<file path="src/rtl/imm_gen_stage_if.sv">
// Decode-stage immediate bus: input handshake (instr/format/tag), output handshake
// (immediate/tag/illegal) and the pipeline flush, bundled for imm_gen_stage.
interface imm_gen_stage_if #(
    parameter int XLEN  = 32,
    parameter int TAG_W = 8
);
    logic             flush;
    logic             in_valid;
    logic             in_ready;
    logic [31:0]      instr;
    logic [2:0]       imm_src;
    logic [TAG_W-1:0] in_tag;
    logic             out_valid;
    logic             out_ready;
    logic [XLEN-1:0]  out_imm;
    logic [TAG_W-1:0] out_tag;
    logic             out_illegal;

    modport master (
        output flush, in_valid, instr, imm_src, in_tag, out_ready,
        input  in_ready, out_valid, out_imm, out_tag, out_illegal
    );

    modport slave (
        input  flush, in_valid, instr, imm_src, in_tag, out_ready,
        output in_ready, out_valid, out_imm, out_tag, out_illegal
    );
endinterface

</file>
<file path="src/rtl/imm_gen_stage.sv">
// Registered RV32/RV64 immediate generator; 1 cycle from input transfer to out_valid.
// Backpressure: a 2-entry skid (main + skid register); in_ready drops while the skid holds an entry.
module imm_gen_stage #(
    parameter int XLEN  = 32,
    parameter int TAG_W = 8
) (
    input  logic           clk,
    input  logic           rst_n,
    imm_gen_stage_if.slave bus
);

    generate
        if (XLEN != 32 && XLEN != 64) begin : g_bad_xlen
            $error("imm_gen_stage: XLEN must be 32 or 64");
        end
    endgenerate

    logic [XLEN-1:0]  imm_new;
    logic             ill_new;

    logic             out_valid_q, out_valid_d;
    logic [XLEN-1:0]  out_imm_q, out_imm_d;
    logic [TAG_W-1:0] out_tag_q, out_tag_d;
    logic             out_illegal_q, out_illegal_d;
    logic             skid_valid_q, skid_valid_d;
    logic [XLEN-1:0]  skid_imm_q, skid_imm_d;
    logic [TAG_W-1:0] skid_tag_q, skid_tag_d;
    logic             skid_illegal_q, skid_illegal_d;

    logic             in_xfer;

    // Opcode bits are decoded by the control unit, not here.
    logic unused_instr_lo;
    assign unused_instr_lo = ^bus.instr[6:0];

    always_comb begin
        imm_new = '0;
        ill_new = 1'b0;
        case (bus.imm_src)
            3'd0: imm_new = XLEN'($signed(bus.instr[31:20]));
            3'd1: imm_new = XLEN'($signed({bus.instr[31], bus.instr[7], bus.instr[30:25],
                                           bus.instr[11:8], 1'b0}));
            3'd2: imm_new = XLEN'($signed({bus.instr[31:12], 12'b0}));
            3'd3: imm_new = XLEN'($signed({bus.instr[31], bus.instr[19:12], bus.instr[20],
                                           bus.instr[30:21], 1'b0}));
            3'd4: imm_new = XLEN'($signed({bus.instr[31:25], bus.instr[11:7]}));
            3'd5: imm_new = XLEN'(bus.instr[19:15]);
            3'd6: imm_new = (XLEN == 64) ? XLEN'(bus.instr[25:20]) : XLEN'(bus.instr[24:20]);
            default: ill_new = 1'b1;
        endcase
    end

    assign in_xfer = bus.in_valid && !skid_valid_q;

    always_comb begin
        out_valid_d    = out_valid_q;
        out_imm_d      = out_imm_q;
        out_tag_d      = out_tag_q;
        out_illegal_d  = out_illegal_q;
        skid_valid_d   = skid_valid_q;
        skid_imm_d     = skid_imm_q;
        skid_tag_d     = skid_tag_q;
        skid_illegal_d = skid_illegal_q;

        if (bus.flush) begin
            out_valid_d  = 1'b0;
            skid_valid_d = 1'b0;
        end else if (!out_valid_q || bus.out_ready) begin
            // Main register is free this cycle: the older skid entry has priority.
            if (skid_valid_q) begin
                out_valid_d   = 1'b1;
                out_imm_d     = skid_imm_q;
                out_tag_d     = skid_tag_q;
                out_illegal_d = skid_illegal_q;
                skid_valid_d  = 1'b0;
            end else if (in_xfer) begin
                out_valid_d   = 1'b1;
                out_imm_d     = imm_new;
                out_tag_d     = bus.in_tag;
                out_illegal_d = ill_new;
            end else begin
                out_valid_d   = 1'b0;
            end
        end else if (in_xfer) begin
            skid_valid_d   = 1'b1;
            skid_imm_d     = imm_new;
            skid_tag_d     = bus.in_tag;
            skid_illegal_d = ill_new;
        end
    end

    always_ff @(posedge clk or negedge rst_n) begin
        if (!rst_n) begin
            out_valid_q    <= 1'b0;
            out_imm_q      <= '0;
            out_tag_q      <= '0;
            out_illegal_q  <= 1'b0;
            skid_valid_q   <= 1'b0;
            skid_imm_q     <= '0;
            skid_tag_q     <= '0;
            skid_illegal_q <= 1'b0;
        end else begin
            out_valid_q    <= out_valid_d;
            out_imm_q      <= out_imm_d;
            out_tag_q      <= out_tag_d;
            out_illegal_q  <= out_illegal_d;
            skid_valid_q   <= skid_valid_d;
            skid_imm_q     <= skid_imm_d;
            skid_tag_q     <= skid_tag_d;
            skid_illegal_q <= skid_illegal_d;
        end
    end

    assign bus.in_ready    = !skid_valid_q;
    assign bus.out_valid   = out_valid_q;
    assign bus.out_imm     = out_imm_q;
    assign bus.out_tag     = out_tag_q;
    assign bus.out_illegal = out_illegal_q;

endmodule

</file>
<file path="src/flat_wrapper.sv">
// flat-port wrapper written by rule: the top's interface ports become plain ports
module imm_gen_stage_flat 
#(
    parameter int XLEN  = 32,
    parameter int TAG_W = 8
)
  (clk, rst_n, bus_flush, bus_in_valid, bus_instr, bus_imm_src, bus_in_tag, bus_out_ready, bus_in_ready, bus_out_valid, bus_out_imm, bus_out_tag, bus_out_illegal);
  imm_gen_stage_if #(.XLEN(XLEN), .TAG_W(TAG_W)) bus_i ();
  input  logic clk;
  input  logic rst_n;
  input wire logic [$bits(bus_i.flush)-1:0] bus_flush;
  input wire logic [$bits(bus_i.in_valid)-1:0] bus_in_valid;
  input wire logic [$bits(bus_i.instr)-1:0] bus_instr;
  input wire logic [$bits(bus_i.imm_src)-1:0] bus_imm_src;
  input wire logic [$bits(bus_i.in_tag)-1:0] bus_in_tag;
  input wire logic [$bits(bus_i.out_ready)-1:0] bus_out_ready;
  output wire logic [$bits(bus_i.in_ready)-1:0] bus_in_ready;
  output wire logic [$bits(bus_i.out_valid)-1:0] bus_out_valid;
  output wire logic [$bits(bus_i.out_imm)-1:0] bus_out_imm;
  output wire logic [$bits(bus_i.out_tag)-1:0] bus_out_tag;
  output wire logic [$bits(bus_i.out_illegal)-1:0] bus_out_illegal;
  assign bus_i.flush = bus_flush;
  assign bus_i.in_valid = bus_in_valid;
  assign bus_i.instr = bus_instr;
  assign bus_i.imm_src = bus_imm_src;
  assign bus_i.in_tag = bus_in_tag;
  assign bus_i.out_ready = bus_out_ready;
  assign bus_in_ready = bus_i.in_ready;
  assign bus_out_valid = bus_i.out_valid;
  assign bus_out_imm = bus_i.out_imm;
  assign bus_out_tag = bus_i.out_tag;
  assign bus_out_illegal = bus_i.out_illegal;
  imm_gen_stage #(.XLEN(XLEN), .TAG_W(TAG_W)) u_core (.clk(clk), .rst_n(rst_n), .bus(bus_i));
endmodule
</file>
<file path="config.mk">
export PLATFORM = sky130hd
export DESIGN_NAME = imm_gen_stage_flat
export DESIGN_NICKNAME = d
export VERILOG_FILES = /design/src/rtl/imm_gen_stage_if.sv /design/src/rtl/imm_gen_stage.sv /design/src/flat_wrapper.sv
export SDC_FILE = /design/constraint.sdc
export NUM_CORES = 1
export LEC_CHECK = 0
export CAP_MARGIN = 20
export CELL_PAD_IN_SITES_DETAIL_PLACEMENT = 1
export CELL_PAD_IN_SITES_GLOBAL_PLACEMENT = 2
export CORE_AREA = 5 5 118 120
export CTS_BUF_LIST = sky130_fd_sc_hd__clkbuf_4 sky130_fd_sc_hd__clkbuf_8 sky130_fd_sc_hd__clkbuf_16
export DETAILED_ROUTE_END_ITERATION = 8
export DIE_AREA = 0 0 123 125
export PLACE_DENSITY = 0.91
export SYNTH_ARGS = -nofsm -noshare
export SYNTH_HDL_FRONTEND = slang
export SYNTH_SLANG_ARGS = --single-unit
</file>
<file path="constraint.sdc">
create_clock -name clk -period 2.79 [get_ports clk]
set_input_delay 0.558 -clock clk [delete_from_list [all_inputs] [get_ports clk]]
set_output_delay 0.558 -clock clk [all_outputs]
set_load 0.01 [all_outputs]
</file>
# Yosys cells after proc, flatten, opt, wreduce, memory -nomap -nowiden

Index checks and enable logic that the tools add are counted.

Bitwise logic cells: 2
Divide/modulo/power cells: 0
Reductions and logical operators: 11
Equal/unequal tests: 6
$mul: 0
Shift-type cells: 0
Muxes and demuxes: 15
Add/subtract/negate cells: 0
Magnitude comparators: 0

Operators with widths:

| kind                                                            | number |
|---|---|
| 32-bit case mux with 7 select lines                             | 1 |
| 32-bit two-way mux                                              | 2 |
| 8-bit two-way mux                                               | 2 |
| 1-bit two-way mux                                               | 10 |
| 3-bit == test, second input constant                            | 3 |
| 7-bit OR reduction                                              | 1 |
| 3-bit by 2-bit == test with 1-bit output, second input constant | 2 |
| 3-bit AND reduction                                             | 2 |
| 2-bit nonzero test                                              | 2 |
| 3-bit by 1-bit == test with 1-bit output, second input constant | 1 |
| 3-bit logical NOT                                               | 1 |
| 3-bit nonzero test                                              | 1 |
| 1-bit logical NOT                                               | 2 |
| 1-bit NOT                                                       | 2 |
| 1-bit logical AND                                               | 1 |
| 1-bit logical OR                                                | 1 |

Memories: 0
Bits in latches: 0
Memory bits (read-only): 0
Input bits: 48
Register bits after elaboration: 84
Memory bits (writable): 0

# Logic depth before layout (Yosys ltp)

Depth in word-level cells: 6
Gate-level depth with buffers: 6
Depth with buffers taken out: 3

# Worst setup path before layout

No wires, ideal clock.

Path kind: input-to-reg
From: input port bus_imm_src[0]
To: register u_core.out_imm_q[25] (netlist: u_core.bus.out_imm[25])
Arrival: 1,494 ps
Setup slack: 1,172 ps
Data required time: 2,666 ps
Cell stages on the path: 5
Cell sequence: buf_6 > mux2i_2 > buf_6 > a22o_1 > a211o_1

Cells in the longest elaborated chain, start to end: 4
Elaborated cells between the ends (all ways): 10

Ends and longest elaborated chain:

| item                                  | RTL line             | RTL |
|---|---|---|
| start: declaration                    | flat_wrapper.sv:14   | `input wire logic [$bits(bus_i.imm_src)-1:0] bus_imm_src;` |
| 3-bit == test (tied with other cells) | imm_gen_stage.sv:39  | `case (bus.imm_src)` |
| 32-bit case mux with 7 select lines * | imm_gen_stage.sv:39  |  |
| 32-bit two-way mux *                  | imm_gen_stage.sv:76  | `end else if (in_xfer) begin` |
| 32-bit two-way mux *                  | imm_gen_stage.sv:70  | `if (skid_valid_q) begin` |
| end signal: assignment                | imm_gen_stage.sv:104 | `out_imm_q <= out_imm_d;` |
| end: declaration                      | imm_gen_stage.sv:22  | `logic [XLEN-1:0] out_imm_q, out_imm_d;` |

Every way passes the cells marked *; elsewhere a longest branch is shown, timed or not. The select of a mux whose other input is x is not followed.
A chain may end at the register's enable or synchronous reset.

# Final worst setup path

From: register u_core.skid_valid_q
To: output port bus_in_ready

Cells in the longest elaborated chain, start to end: 1

Ends and longest elaborated chain:

| item                     | RTL line             | RTL |
|---|---|---|
| start: declaration       | imm_gen_stage.sv:25  | `logic skid_valid_q, skid_valid_d;` |
| start signal: assignment | imm_gen_stage.sv:107 | `skid_valid_q <= skid_valid_d;` |
| 1-bit logical NOT        | imm_gen_stage.sv:114 | `assign bus.in_ready = !skid_valid_q;` |
| end: declaration         | flat_wrapper.sv:17   | `output wire logic [$bits(bus_i.in_ready)-1:0] bus_in_ready;` |

No other way between the ends.

==> impl_metrics.env <==
export IMPL_reg2reg_setup_slack_ps=1060
export IMPL_synthToLayoutAreaGrowth_pct=32.5
export IMPL_drcViolationCount=0
export IMPL_drt_iter0_markers=157
export IMPL_postCtsHoldBufs=0
export IMPL_synthFlopType="dfrtp_1"
export IMPL_grt_pass1_wl_mm=20.6
export IMPL_start_util=0.335
export IMPL_place_ws_ps=209
export IMPL_die_height_um=125
export IMPL_port_buffers=83
export IMPL_use_met2=0.281
export IMPL_dp_hpwl_mm=8.69
export IMPL_met1_usage=0.222
export IMPL_core_area_mm2=0.0129
export IMPL_rsz0062_at_grt="false"
export IMPL_pin_count=91
export IMPL_clk_pin_slew_worst_paths_ps=60
export IMPL_utilization=0.444
export IMPL_multi_input_area_mm2=0.00198
export IMPL_postSynthAreaPerCell_um2=10.7
export IMPL_yosysSeqAreaShare=0.487
export IMPL_register_area_mm2=0.00210
export IMPL_cts_buffer_depth=2
export IMPL_grt_max_degree=42
export IMPL_hold_class="input pin to asynchronous set/reset pin"
export IMPL_cts_tree="built"
export IMPL_relSlewSlack=0.559
export IMPL_outcome="complete, no violations"
export IMPL_htreeDepth=3
export IMPL_end_kind="output port"
export IMPL_final_setup_tns_ps=0
export IMPL_wire_per_inst_um=18.9
export IMPL_yosys_top_cells_area="dfrtp_1, mux2_1, mux2i_1, o21ai_0, a22o_1"
export IMPL_n_antenna_cell=0
export IMPL_cts_resized_gates=0
export IMPL_vdd_drop_max_v=0.000283
export IMPL_synthTopCellsByCount="dfrtp_1, o21ai_0, nand2_1"
export IMPL_power_density_mw_per_mm2=688
export IMPL_gp_congestion=0.757
export IMPL_r2r_cells=4
export IMPL_insertion_delay_ps=340
export IMPL_postLayoutSetupSlackWorst_ps=556
export IMPL_clkSinkCount=84
export IMPL_worstMarginPinSlew_ps=657
export IMPL_antenna_found_initial=0
export IMPL_dr_pass1_iters=4
export IMPL_r2r_start="u_core.skid_valid_q"
export IMPL_vias=3537
export IMPL_row_count=42
export IMPL_antenna_left=0
export IMPL_dieArea_mm2=0.0154
export IMPL_maxSlewViolCount=0
export IMPL_via_per_inst=5.37
export IMPL_post_route_min_period_ps=2230
export IMPL_crit_fanout=15
export IMPL_cap_violations=0
export IMPL_finalWirelength_mm=12.5
export IMPL_grt_pass1_vias=3821
export IMPL_finalCritPeriodShare=0.801
export IMPL_synth_edf_count=0
export IMPL_postCtsSetupRepairBufs=0
export IMPL_grt_usage=0.170
export IMPL_finalNetCount=526
export IMPL_fillCellCount=1412
export IMPL_worstPathRequired_ps=2230
export IMPL_cp_start_kind="flip-flop"
export IMPL_skew_ps=7.48
export IMPL_path_class="flip-flop to output port"
export IMPL_fmax_ghz=0.448
export IMPL_holdWs_ps=196
export IMPL_synth_area_mm2=0.00432
export IMPL_cts_buffers=9
export IMPL_syn_num_nets=450
export IMPL_synth_top_area_frac=0.487
export IMPL_die_x_um=123
export IMPL_drive_gt1_frac=0.124
export IMPL_p_leak_nw=2.51
export IMPL_worstReg2RegEnd="u_core.bus.out_imm[22]"
export IMPL_yosysMostFrequentCell="dfrtp_1"
export IMPL_grt_busiest_layer="met2"
export IMPL_finalSetupViolCount=0
export IMPL_gr_total_overflow=0
export IMPL_worst_ep_arrival_time_ps=1680
export IMPL_hold_viol_final=0
export IMPL_yosys_warnings=0
export IMPL_synth_cells=402
export IMPL_yosysUniqueCellTypes=43
export IMPL_synth_top_cell_by_area="dfrtp_1"
export IMPL_ys_ff_latch=84
export IMPL_root_buffer="clkbuf_16"
export IMPL_async_reset_ff_frac=1.00
export IMPL_grt_util_met3=0.0388
worst max-delay path, stage by stage, from the launching register on:
cell and delay (ps):
dfrtp_2 610, clkinv_1 200, clkdlybuf4s50_1 520
flip-flops by register name, summed over array words and instances, names as in the netlist:
register                count
u_core.bus.out_imm         32
u_core.skid_imm_q          32
u_core.bus.out_tag          8
u_core.skid_tag_q           8
u_core.bus.out_illegal      1
u_core.bus.out_valid        1
u_core.skid_illegal_q       1
u_core.skid_valid_q         1
layout make-up:
class / instances / share of cell area
multi-input combinational: 268 / 0.345
sequential: 84 / 0.368
timing repair buffer: 105 / 0.174
clock buffer: 9 / 0.0394
tap: 176 / 0.0385
inverter: 10 / 0.00656
clock inverter: 7 / 0.0284
placed cells by master (no fill, tap or decap), types with 5 or more instances in the layout:
cell type        Yosys  layout
a211o_1             15      15
a21boi_0            15      15
a221oi_1             8       8
a22o_1              18      18
a31oi_1              7       7
and2_1               6       6
buf_4                2      22
bufinv_16            0       5
clkbuf_16            0       9
clkdlybuf4s50_1      0      82
dfrtp_1             84      83
inv_1                9       9
mux2_1              23      23
mux2_2              10      10
mux2i_1             22      22
nand2_1             25      25
nand2b_1             5       5
nand4b_1             6       6
nor2_1              12      12
nor3_1              16      16
o21ai_0             37      37
o31ai_1              8       8
metal layers:
metal | vias up | part of all wire
met5 | - | 0
met4 | 0 | 0.011
met3 | 11 | 0.043
met2 | 70 | 0.50
met1 | 1825 | 0.45
li1 | 1631 | -
cell families (layout without fill, tap and decap cells):
family / count (synthesis) / count (layout) / synth area share
compound gates: 123 / 123 / 0.201
xor+xnor: 1 / 1 / 0.00377
buf+inv: 50 / 131 / 0.0574
flops: 84 / 84 / 0.487
mux: 56 / 56 / 0.140
simple gates: 88 / 88 / 0.110
metrics by stage:
step	area [µm²]	instances	power, mW
final	5720	659	3.94
after global routing	5720	659	4.12
after CTS	5700	657	3.98
after detailed placement	5320	641	2.41
after global placement	5320	641	2.36
after floorplan	4320	402	1.98
worst max path at each step:
stage	start	cells after the start	to	slack, ps
2_1_floorplan	bus_imm_src[0]	5	u_core.bus.out_imm[25]	1170
3_3_place_gp	bus_instr[31]	4	u_core.bus.out_imm[15]	340
3_5_place_dp	bus_instr[31]	4	u_core.bus.out_imm[17]	210
4_1_cts	u_core.skid_valid_q	2	bus_in_ready	520
5_1_grt	u_core.skid_valid_q	2	bus_in_ready	460
6_report	u_core.skid_valid_q	2	bus_in_ready	560
where the power goes:
part,switching (mW),internal [mW]
Combinational,0.357,0.429
Clock,0.506,1.05
Sequential,0.130,1.46
Total,0.993,2.94
Note: power is estimated with default switching activity, not from simulation.
